--- config.mk ---
export PLATFORM = sky130hd
export DESIGN_NAME = cpu_boot_ctrl
export DESIGN_NICKNAME = d
export VERILOG_FILES = /design/src/rtl/cpu_boot_ctrl.sv
export SDC_FILE = /design/constraint.sdc
export NUM_CORES = 1
export LEC_CHECK = 0
export ABC_AREA = 1
export BUFFER_PORTS_ARGS = -buffer_cell sky130_fd_sc_hd__buf_2
export CAP_MARGIN = 10
export CORE_MARGIN = 8
export CORE_UTILIZATION = 48
export CTS_CLUSTER_SIZE = 14
export DETAILED_ROUTE_END_ITERATION = 7
export PLACE_DENSITY = 0.77
export SLEW_MARGIN = 20
export SYNTH_ARGS = -nofsm -noshare
export SYNTH_HDL_FRONTEND = slang
export SYNTH_SLANG_ARGS = --single-unit
export TNS_END_PERCENT = 10
--- constraint.sdc ---
create_clock -name clk -period 3.5 [get_ports clk]
set_input_delay 0.35 -clock clk [delete_from_list [all_inputs] [get_ports clk]]
set_output_delay 0.35 -clock clk [all_outputs]
set_load 0.03 [all_outputs]
--- src/rtl/cpu_boot_ctrl.sv ---
`default_nettype none
// ============================================================================
// Module      : cpu_boot_ctrl
// Description : Runs one program on the RISC-V core. It streams the program
//               image into the instruction ROM and holds the core in reset.
//               It then releases the core and watches the x26/x27 completion
//               convention. It reports pass, fail or timeout.
// Revision    : 1.0 - initial release
// ----------------------------------------------------------------------------
// Parameters
//   ROM_ADDR_W      ROM word-address width (depth = 2**ROM_ADDR_W)
//   RST_HOLD_CYCLES cycles cpu_rst_n stays low before each run (>= 1)
//   SETTLE_CYCLES   cycles between x26==1 and sampling x27 (>= 1)
//   TIMEOUT_CYCLES  maximum RUN cycles before the run is aborted (>= 1)
// Ports
//   clk, rst                  clock, asynchronous active-high reset
//   load_valid/ready/data/last program-image stream (valid/ready handshake)
//   restart                   pulse in DONE: rerun the loaded image
//   rom_we/rom_waddr/rom_wdata instruction ROM write port
//   cpu_rst_n                 core reset, active-low
//   x26_val, x27_val          snooped done / pass registers of the core
//   done, pass, timeout       run result (pass/timeout valid while done=1)
//   run_cycles                RUN cycle count of the last or current run
// Build option
//   CPU_BOOT_CYCLE_COUNT_EN   when defined, run_cycles counts RUN cycles;
//                             otherwise run_cycles is tied to zero
// ============================================================================
module cpu_boot_ctrl #(
    parameter int ROM_ADDR_W      = 12,
    parameter int RST_HOLD_CYCLES = 4,
    parameter int SETTLE_CYCLES   = 10,
    parameter int TIMEOUT_CYCLES  = 100000
) (
    input  logic                  clk,
    input  logic                  rst,
    input  logic                  load_valid,
    output logic                  load_ready,
    input  logic [31:0]           load_data,
    input  logic                  load_last,
    input  logic                  restart,
    output logic                  rom_we,
    output logic [ROM_ADDR_W-1:0] rom_waddr,
    output logic [31:0]           rom_wdata,
    output logic                  cpu_rst_n,
    input  logic [31:0]           x26_val,
    input  logic [31:0]           x27_val,
    output logic                  done,
    output logic                  pass,
    output logic                  timeout,
    output logic [31:0]           run_cycles
);

    localparam logic [2:0] c_ST_LOAD   = 3'd0;
    localparam logic [2:0] c_ST_HOLD   = 3'd1;
    localparam logic [2:0] c_ST_RUN    = 3'd2;
    localparam logic [2:0] c_ST_SETTLE = 3'd3;
    localparam logic [2:0] c_ST_DONE   = 3'd4;

    localparam logic [ROM_ADDR_W-1:0] c_ADDR_LAST   = '1;
    localparam logic [31:0]           c_HOLD_LAST   = 32'(RST_HOLD_CYCLES - 1);
    localparam logic [31:0]           c_SETTLE_LAST = 32'(SETTLE_CYCLES - 1);
    localparam logic [31:0]           c_TMO_LAST    = 32'(TIMEOUT_CYCLES - 1);
    localparam logic [31:0]           c_CNT_MAX     = '1;

    logic [2:0]            r_state;
    logic [ROM_ADDR_W-1:0] r_addr;
    logic                  r_load_ready;
    logic                  r_rom_we;
    logic [ROM_ADDR_W-1:0] r_rom_waddr;
    logic [31:0]           r_rom_wdata;
    logic                  r_cpu_rst_n;
    logic                  r_done;
    logic                  r_pass;
    logic                  r_timeout;
    logic [31:0]           r_step_cnt;   // HOLD and SETTLE share this counter
    logic [31:0]           r_tmo_cnt;

    logic w_accept;
    logic w_image_end;
    logic w_restart;
    logic w_enter_hold;
    logic w_x26_done;

    // load_ready is high only in LOAD, so a handshake implies the LOAD state.
    assign w_accept     = load_valid && r_load_ready;
    assign w_image_end  = w_accept && (load_last || (r_addr == c_ADDR_LAST));
    assign w_restart    = (r_state == c_ST_DONE) && restart;
    assign w_enter_hold = w_image_end || w_restart;
    assign w_x26_done   = (x26_val == 32'd1);

    always_ff @(posedge clk or posedge rst) begin
        if (rst) begin
            r_state      <= c_ST_LOAD;
            r_addr       <= '0;
            r_load_ready <= 1'b1;
            r_rom_we     <= 1'b0;
            r_rom_waddr  <= '0;
            r_rom_wdata  <= '0;
            r_cpu_rst_n  <= 1'b0;
            r_done       <= 1'b0;
            r_pass       <= 1'b0;
            r_timeout    <= 1'b0;
            r_step_cnt   <= '0;
            r_tmo_cnt    <= '0;
        end else begin
            r_rom_we <= 1'b0;
            case (r_state)
                c_ST_LOAD: begin
                    if (w_accept) begin
                        // The ROM write is registered and lands one cycle after the handshake.
                        r_rom_we    <= 1'b1;
                        r_rom_waddr <= r_addr;
                        r_rom_wdata <= load_data;
                        // The address saturates at the top word and never wraps to 0.
                        if (r_addr != c_ADDR_LAST) begin
                            r_addr <= r_addr + ROM_ADDR_W'(1);
                        end
                    end
                    if (w_image_end) begin
                        r_load_ready <= 1'b0;
                        r_state      <= c_ST_HOLD;
                        r_step_cnt   <= '0;
                        r_tmo_cnt    <= '0;
                    end
                end
                c_ST_HOLD: begin
                    if (r_step_cnt >= c_HOLD_LAST) begin
                        r_state     <= c_ST_RUN;
                        r_cpu_rst_n <= 1'b1;
                    end else begin
                        r_step_cnt <= r_step_cnt + 32'd1;
                    end
                end
                c_ST_RUN: begin
                    if (r_tmo_cnt != c_CNT_MAX) begin
                        r_tmo_cnt <= r_tmo_cnt + 32'd1;
                    end
                    // The completion flag takes priority over a timeout in the same cycle.
                    if (w_x26_done) begin
                        r_state    <= c_ST_SETTLE;
                        r_step_cnt <= '0;
                    end else if (r_tmo_cnt >= c_TMO_LAST) begin
                        r_state     <= c_ST_DONE;
                        r_cpu_rst_n <= 1'b0;
                        r_done      <= 1'b1;
                        r_pass      <= 1'b0;
                        r_timeout   <= 1'b1;
                    end
                end
                c_ST_SETTLE: begin
                    if (r_step_cnt >= c_SETTLE_LAST) begin
                        r_state     <= c_ST_DONE;
                        r_cpu_rst_n <= 1'b0;
                        r_done      <= 1'b1;
                        r_pass      <= (x27_val == 32'd1);
                        r_timeout   <= 1'b0;
                    end else begin
                        r_step_cnt <= r_step_cnt + 32'd1;
                    end
                end
                c_ST_DONE: begin
                    // A rerun reuses the ROM contents already loaded.
                    if (w_restart) begin
                        r_state    <= c_ST_HOLD;
                        r_done     <= 1'b0;
                        r_pass     <= 1'b0;
                        r_timeout  <= 1'b0;
                        r_step_cnt <= '0;
                        r_tmo_cnt  <= '0;
                    end
                end
                default: begin
                    r_state     <= c_ST_LOAD;
                    r_cpu_rst_n <= 1'b0;
                end
            endcase
        end
    end

`ifdef CPU_BOOT_CYCLE_COUNT_EN
    logic [31:0] r_run_cycles;

    // The count includes the cycle in which x26 is seen. It is frozen outside RUN.
    always_ff @(posedge clk or posedge rst) begin
        if (rst) begin
            r_run_cycles <= '0;
        end else if (w_enter_hold) begin
            r_run_cycles <= '0;
        end else if ((r_state == c_ST_RUN) && (r_run_cycles != c_CNT_MAX)) begin
            r_run_cycles <= r_run_cycles + 32'd1;
        end
    end

    assign run_cycles = r_run_cycles;
`else
    assign run_cycles = '0;
`endif

    assign load_ready = r_load_ready;
    assign rom_we     = r_rom_we;
    assign rom_waddr  = r_rom_waddr;
    assign rom_wdata  = r_rom_wdata;
    assign cpu_rst_n  = r_cpu_rst_n;
    assign done       = r_done;
    assign pass       = r_pass;
    assign timeout    = r_timeout;

endmodule
`default_nettype wire

==> results.cfg, run 1 <==
[hold_path]
whs_path_depth = 3
hp-start = load_data[23]
hp-class = in2reg
hold_end = rom_wdata[23]

[route]
post_drt_wl_per_cell_um = 13.5
drtIter0Drc = 341
wirelength_um = 17400
via_per_inst = 4.81
vias = 6186
dr.pass1.iters = 5
drc = 0
antenna_left = 0

[logic_synthesis]
async_flop_share_pct = 100
synth_most_common_cell = nand2_1
ys_types = 34
ys_ff_latch = 129
synth_area_um2 = 6880
avgSynthCellArea_um2 = 7.34
ys_warn_count = 0
yosysTopAreaCell = dfrtp_1
netlist_top_cells_count = nand2_1 (313), nor2_1 (160), dfrtp_1 (128)
synth_edf_count = 0
yosys-top-cells-area = dfrtp_1 (47%), nand2_1 (17%), nor2_1 (8.7%), inv_1 (5.6%), nand3_1 (4.2%)
yosysSeqAreaShare_pct = 46.9
yosys.area.top_type_share_pct = 46.6
ys.flop_type = dfrtp_1
syn_inst = 937

[cts]
cts_root_buffer = clkbuf_16
htreeDepth = 4
numClockSinks = 129
path_clk_slew_ns = 0.06
cts.path.max_buffers = 2
cts_setup_buffers = 0
clkLatencyLatePin_ns = 0.42
cts_made_buffers = 17
cts_tree = done

[global_route]
grt_overflow_total = 0
grtUsageTotal_pct = 19.6
antenna_found_initial = 0
grt_max_degree = 53
grt_pass1_wl_um = 29100
grt_pass1_vias = 6371

[pwr]
peakVddDrop_v = 0.000389
power_density_nw_per_um2 = 540
power_leakage_nw = 4.47

[die]
initial_utilization_pct = 49.4
io_pins = 183
die_h_um = 136
die_w_um = 136
die_area_um2 = 18400
num_rows = 43
core_um2 = 13900

[cells_and_area]
num-fill-cells = 1297
area_delta_synth_final_pct = 21.8
fin_nets = 1199
antennaDiodeCount = 0
final_layout_size_suffix_gt1_share_pct = 19.2

[setup_path]
cp-start-kind = flop
r2r_end = r_tmo_cnt[30]
reg2reg_slack_ns = 0.97
crit_path_end_kind = flop
criticalPathCategory = reg2reg
worstRegToRegCells = 7
path_max_fanout = 26
worstPathArrival_ns = 2.78
crit_path_start = r_state[2]
required_ns = 3.76
r2r_start = r_state[2]

[sta]
fmax_mhz = 395
tns_ns = 0
setup_viol = 0
finalHoldViolCount = 0
rsz0062_at_grt = false
period_needed_ns = 2.53
relSlewSlack_pct = 41.0
worst_slack_ns = 0.970
slew_viol_final = 0
min_period_over_period_pct = 72.3
finalClockSkew_ns = 0.00896
tightestPinTransition_ns = 0.884

[place]
place_hpwl_um = 12800
gp_congestion = 0.927
numPortBuffers = 150
place_ws_ns = 0.980

[status]
status = finished clean

[flow_run]
maxCapViolCount = 0
[layer usage]
layer	wire, um	vias up	global-route usage, %
met4	293	0	7.09
li1	-	3140	-
met2	8700	193	33.8
met1	7150	2827	21.8
met5	0	-	0
met3	1260	26	6.97
[cells by family (layout without fill, tap and decap cells)]
kind of cell             Yosys count  count (layout)  share of synthesized area [%]
flip-flops                       129             129                           46.9
other                              1              32                         0.0545
XOR/XNOR                          22              22                           2.80
buffers and inverters            155             293                           10.7
AO/OA/AOI/OAI                     43              43                           3.84
AND/OR/NAND/NOR                  582             582                           34.8
adder cells (fa/ha/maj)            5               5                          0.909
[critical path, stage by stage (launching register included)]
cell and delay [ns]:
dfrtp_1 0.42, nor3_4 0.18, buf_4 0.32, inv_1 0.32, nand2_1 0.18, nand2_1 0.08, nor2_2 0.67, o21ai_0 0.19
[state kept, by name, indices dropped and copies added, names as in the netlist]
signal      cells
rom_we          1
r_addr         12
timeout         1
cpu_rst_n       1
load_ready      1
r_state         3
done            1
r_tmo_cnt      32
rom_wdata      32
pass            1
rom_waddr      12
r_step_cnt     32
[where the power goes]
part	leakage, nW	switching, mW	total [mW]	internal, mW
combinational	2.38	0.681	0.910	0.229
sequential	1.77	0.0503	1.59	1.54
clock	0.326	0.730	2.02	1.29
[stage by stage]
stage | total power [mW] | cells | hold slack (ns) | cell area, um2 | utilization, %
after floorplan | 2.40 | 968 | 0.467 | 7000 | -
after global placement | 2.52 | 1252 | 0.449 | 7680 | 55.1
after detailed placement | 2.53 | 1252 | 0.453 | 7680 | 55.1
after CTS | 4.55 | 1284 | 0.109 | 8350 | 59.9
after global routing | 4.73 | 1286 | 0.121 | 8380 | 60.2
final | 4.53 | 1286 | 0.125 | 8380 | 60.2
[what timing repair did]
item                                    CTS  global route
endpoints found under the setup margin    0             0
resized for setup                         0             0
hold buffers                              0             1
endpoints found under the hold margin     0            17
[placed cells by master, fill, tap and decap left out, types with 2 or more instances in the layout]
| cell | Yosys | layout |
|---|---|---|
| inv_6 | 0 | 3 |
| buf_12 | 0 | 2 |
| clkbuf_16 | 0 | 17 |
| nand4_1 | 13 | 13 |
| inv_2 | 2 | 2 |
| xnor2_1 | 2 | 2 |
| ha_1 | 5 | 5 |
| nand2_2 | 3 | 3 |
| o21ai_2 | 8 | 8 |
| buf_2 | 3 | 150 |
| nand2_1 | 313 | 313 |
| o21ai_0 | 32 | 32 |
| nor2_2 | 3 | 3 |
| buf_4 | 32 | 4 |
| nand3_1 | 58 | 58 |
| bufinv_16 | 0 | 5 |
| nor3_1 | 21 | 21 |
| inv_1 | 102 | 101 |
| clkinvlp_4 | 0 | 2 |
| inv_8 | 0 | 4 |
| nor2_1 | 160 | 160 |
| xor2_1 | 20 | 20 |
| conb_1 | 1 | 32 |
| dfrtp_1 | 128 | 128 |
| clkinv_4 | 0 | 2 |
| nor4_1 | 3 | 3 |
[cell type report]
cell class	instances	area, um2	share of cell area [%]
Sequential cell	129	3230	38.5
Multi-Input combinational cell	684	3030	36.2
Timing Repair Buffer	157	831	9.91
Clock buffer	17	425	5.07
Inverter	104	394	4.70
Clock inverter	15	246	2.94
Tap cell	180	225	2.69
[how the worst max path moves through the flow]
stage	cells past startpoint	to	slack, ns
2_1_floorplan	1	cpu_rst_n	1.56
3_3_place_gp	7	r_tmo_cnt[26]	1.10
3_5_place_dp	7	r_tmo_cnt[2]	0.98
4_1_cts	7	r_tmo_cnt[30]	0.97
5_1_grt	7	r_tmo_cnt[2]	0.72
6_report	7	r_tmo_cnt[30]	0.97
(Power assumes the default switching activity.)
==> run 2: changes to the inputs <==
clock period = 2.08 ns   (was 3.5 ns; I/O delays follow)
==> results.cfg, run 2 (synthesis gave the netlist of run 1 again) <==
[status]
status = finished clean

[cells_and_area]
stdcell_count = 1338
mostFrequentLayoutCell = nand2_1
final_layout_size_suffix_gt1_share_pct = 20.7
antennaDiodeCount = 0
num-fill-cells = 1160
fin_nets = 1252
multiInputGateArea_um2 = 3060
final_area_um2 = 8850
area_delta_synth_final_pct = 28.6
layout_common_cells = nand2_1 (313), nor2_1 (156), buf_2 (150)
regArea_um2 = 3230

[global_route]
grtUsageTotal_pct = 20.6
grt_pass1_vias = 6550
antenna_found_initial = 0
grt_pass1_wl_um = 30700
grt_overflow_total = 0
grt_max_degree = 44

[hold_path]
hp-start = load_data[12]
hold_end = rom_wdata[12]
whs_path_depth = 3
hp-class = in2reg

[sta]
finalClockSkew_ns = 0.00957
relSlewSlack_pct = 59.3
setup_viol = 0
worst_slack_ns = 0.111
min_period_over_period_pct = 94.7
finalHoldViolCount = 0
tightestPinTransition_ns = 0.610
tns_ns = 0
fmax_mhz = 508
period_needed_ns = 1.97
rsz0062_at_grt = true
slew_viol_final = 0
whs_ns = 0.0160

[place]
numPortBuffers = 150
placed_area_um2 = 7910
gp_congestion = 0.909
place_ws_ns = -0.0516
place_hpwl_um = 13200
place_inst = 1276

[route]
wirelength_um = 18800
drtIter0Drc = 365
vias = 6423
drc = 0
antenna_left = 0
dr.pass1.iters = 5
via_per_inst = 4.80
post_drt_wl_per_cell_um = 14.1

[setup_path]
crit_path_start = r_step_cnt[0]
criticalPathCategory = reg2reg
cp-start-kind = flop
cp_slowest_cell = dfrtp_2
path_max_fanout = 14
required_ns = 2.39
r2r_end = r_step_cnt[30]
worstRegToRegCells = 12
crit_path_end_kind = flop
reg2reg_slack_ns = 0.11
cp_cell_sequence = ha_2 -> nor2_2 -> nand2_1 -> nor2_1 -> nand2_1 -> nor2_2 -> nor2_1 -> nor2_2 -> nand3_4 -> inv_4 -> clkbuf_16 -> nor2_1
slowest_delay_ns = 0.44
r2r_start = r_step_cnt[0]
worstPathArrival_ns = 2.28

[die]
io_pins = 183
initial_utilization_pct = 49.4
num_rows = 43
die_w_um = 136
die_h_um = 136
die_area_um2 = 18400
core_um2 = 13900

[pwr]
peakVddDrop_v = 0.000648
power_density_nw_per_um2 = 870
power_leakage_nw = 4.69

[cts]
cts_tree = done
numClockSinks = 129
cts_root_buffer = clkbuf_16
cts.path.max_buffers = 2
clkLatencyLatePin_ns = 0.41
htreeDepth = 4
path_clk_slew_ns = 0.06
cts_made_buffers = 17

[flow_run]
maxCapViolCount = 0
-- run 2: cell count changes in the layout (fill, tap and decap cells not counted), sizes merged --
cell / previous run / this run
dlygate4sd3: 1 / 29
buf: 156 / 179
inv: 110 / 105
clkbuf: 17 / 20
clkinv: 2 / 5
bufinv: 5 / 3
clkinvlp: 2 / 3
nor2: 164 / 165
-- run 2: worst max path at each step --
stage,depth (start not counted),endpoint
floorplan,13,r_step_cnt[13]
global placement,10,r_tmo_cnt[28]
detailed placement,10,r_tmo_cnt[13]
CTS,10,r_step_cnt[2]
global route,11,r_tmo_cnt[20]
finish,12,r_step_cnt[30]
-- run 2: cell type report --
class | instances | share of cell area, %
multi-input combinational | 685 | 34.6
clock inverter | 12 | 1.80
clock buffer | 19 | 4.89
inverter | 104 | 4.48
tap | 180 | 2.54
timing repair buffer | 209 | 15.2
sequential | 129 | 36.5
-- run 2: critical path: cells and delay by family (launching register included) --
family	cells	cell delay (ns)
fa+ha+maj	1	0.21
buf+inv	2	0.27
flops	1	0.44
simple gates	9	0.93
-- run 2: what timing repair did --
action,4_1_cts,5_1_grt
setup endpoints to repair,19,57
pin swaps,0,2
hold endpoints to repair,49,0
hold buffers,29,0
setup buffers,0,0
resized for setup,1,9
cloned,0,2
-- run 2: layer usage --
metal	vias up	share of wire, %	GRT usage (%)
met3	31	7.1	6.05
met2	195	50	35.8
met1	2962	40	23.6
li1	3235	-	-
met5	-	0	0
met4	0	2.1	7.53
-- run 2: per-stage QoR --
step                      power (mW)  utilization [%]
after global routing            8.07             63.5
final                           7.70             63.5
after global placement          4.44             56.8
after detailed placement        4.46             56.8
after CTS                       7.55             63.1
after floorplan                 4.04                -
-- run 2: report_power, final --
part           switching (mW)  internal [mW]
combinational            1.33          0.686
clock                    1.13           1.88
sequential             0.0765           2.60
==> run 3: changes to the inputs <==
CORE_UTILIZATION = 53   (was 48)
PLACE_DENSITY = 0.8   (was 0.77)
RECOVER_POWER = 100   (was default)
clock period = 1.9 ns   (was 2.08 ns; I/O delays follow)
==> results.cfg, run 3 (synthesis gave the netlist of run 1 again) <==
[status]
status = complete, but fails checks
violations = max-capacitance violations, max-slew violations, negative setup slack

[sta]
tightestPinTransition_ns = 1.74
relSlewSlack_pct = -16.2
whs_ns = 0.103
setup_viol = 1
tns_ns = -0.00265
finalClockSkew_ns = 0.00896
min_period_over_period_pct = 100
rsz0062_at_grt = true
finalHoldViolCount = 0
period_needed_ns = 1.90
slew_viol_final = 130
fmax_mhz = 526
worst_slack_ns = -0.00265

[hold_path]
hp-class = in2reg

[setup_path]
cp_cell_sequence = ha_2 -> inv_2 -> nor2_2 -> nand3_2 -> buf_4 -> buf_4 -> nand2_2 -> nor2_1 -> nand2_1 -> nor3_1 -> xor2_1
path_delay_family = simple AND/OR/NAND/NOR gates
worstPathArrival_ns = 2.25
cp-start-kind = flop
path_max_fanout = 3
crit_buf_inv = 3
required_ns = 2.25
cp_slowest_cell = dfrtp_1
criticalPathCategory = reg2reg
crit_top_cell = buf_4
crit_path_end_kind = flop
slowest_delay_ns = 0.40

[place]
numPortBuffers = 150
gp_congestion = 1.02
placed_area_um2 = 8150
place_hpwl_um = 13600

[die]
core_um2 = 12700
die_h_um = 130
io_pins = 183
num_rows = 41
die_area_um2 = 16900
initial_utilization_pct = 54.3
die_w_um = 130

[cts]
cts_root_buffer = clkbuf_16
numClockSinks = 129
path_clk_slew_ns = 0.06
cts_made_buffers = 17
cts_tree = done
clkLatencyLatePin_ns = 0.43
htreeDepth = 4
cts.path.max_buffers = 2

[pwr]
finalPower_mw = 9.31
peakVddDrop_v = 0.000877
power_density_nw_per_um2 = 997
power_leakage_nw = 4.78

[route]
drc = 0
post_drt_wl_per_cell_um = 15.5
antenna_left = 0
wirelength_um = 21400
vias = 7040
drtIter0Drc = 699
dr.pass1.iters = 6
via_per_inst = 5.09

[cells_and_area]
final_layout_size_suffix_gt1_share_pct = 22.4
layout_common_cells = nand2_1 (297), nor2_1 (148), dfrtp_1 (128)
num-fill-cells = 938
utilization_pct = 73.7
multiInputGateArea_um2 = 3180
regArea_um2 = 3230
fin_nets = 1304
area_delta_synth_final_pct = 35.6
mostFrequentLayoutCell = nand2_1
final_area_um2 = 9330
antennaDiodeCount = 0

[flow_run]
maxCapViolCount = 1

[global_route]
grt_pass1_vias = 6977
grtUsageTotal_pct = 24.3
grt_max_degree = 130
grt_pass1_wl_um = 32700
antenna_found_initial = 0
grt_overflow_total = 0
run 3: changes by cell type in the layout (fill, tap and decap cells not counted), moves of 6 or more:
cell / delta
buf_2: -50
buf_4: +44
clkbuf_1: +49
nand2_1: -16
nand2_2: +14
nor2_1: -8
nor2_2: +6
run 3: final cells by class:
type / count / share of cell area [%]
Sequential cell: 129 / 34.6
Multi-Input combinational cell: 685 / 34.0
Timing Repair Buffer: 261 / 18.2
Clock buffer: 19 / 4.75
Inverter: 104 / 4.25
Tap cell: 172 / 2.31
Clock inverter: 13 / 1.86
run 3: what timing repair did:
action,CTS,global route
gates resized for setup,7,43
pin swaps,3,10
gates cloned,0,7
hold endpoints to repair,32,0
hold buffers,32,0
buffers inserted,2,7
endpoints found under the setup margin,64,72
run 3: stage by stage:
stage / setup WS, ns / cells
3_3_place_gp: -0.0672 / 1304
4_1_cts: -0.0123 / 1370
6_report: -0.00265 / 1383
5_1_grt: -0.108 / 1383
2_1_floorplan: 0.0469 / 968
3_5_place_dp: -0.183 / 1304
run 3: worst register-to-register path, delay by kind of cell (launching register included):
kind / cells / cell delay, ns
simple gates: 6 / 0.77
flops: 1 / 0.40
buf+inv: 3 / 0.29
fa+ha+maj: 1 / 0.19
xor+xnor: 1 / 0.17
run 3: power by group:
part           internal (mW)  leakage [nW]  total (mW)  switching [mW]
clock network           2.12         0.297        3.45            1.32
logic                   1.18          2.71        2.94            1.76
registers               2.85          1.77        2.92          0.0774
total                   6.15          4.78        9.31            3.16
run 3: final timing paths:
kind	start	to	slack, ns	depth (start not counted)
setup / recovery	r_addr[1]	r_addr[10]	-0.003	11
hold / removal	restart	r_state[2]	0.10	3
setup reg to reg	r_addr[1]	r_addr[10]	-0.003	11
hold reg to reg	rom_waddr[6]	rom_waddr[6]	0.47	2
max in group asynchronous	rst	done	0.37	3
min in group asynchronous	rst	r_addr[6]	0.41	3
run 3: layer usage:
layer  routed length, um  vias to the layer above  track usage, %
li1                    -                     3354               -
met1                8100                     3285            27.0
met2               10800                      336            42.9
met3                1690                       65            7.02
met4                 833                        0            10.2
met5                   0                        -               0
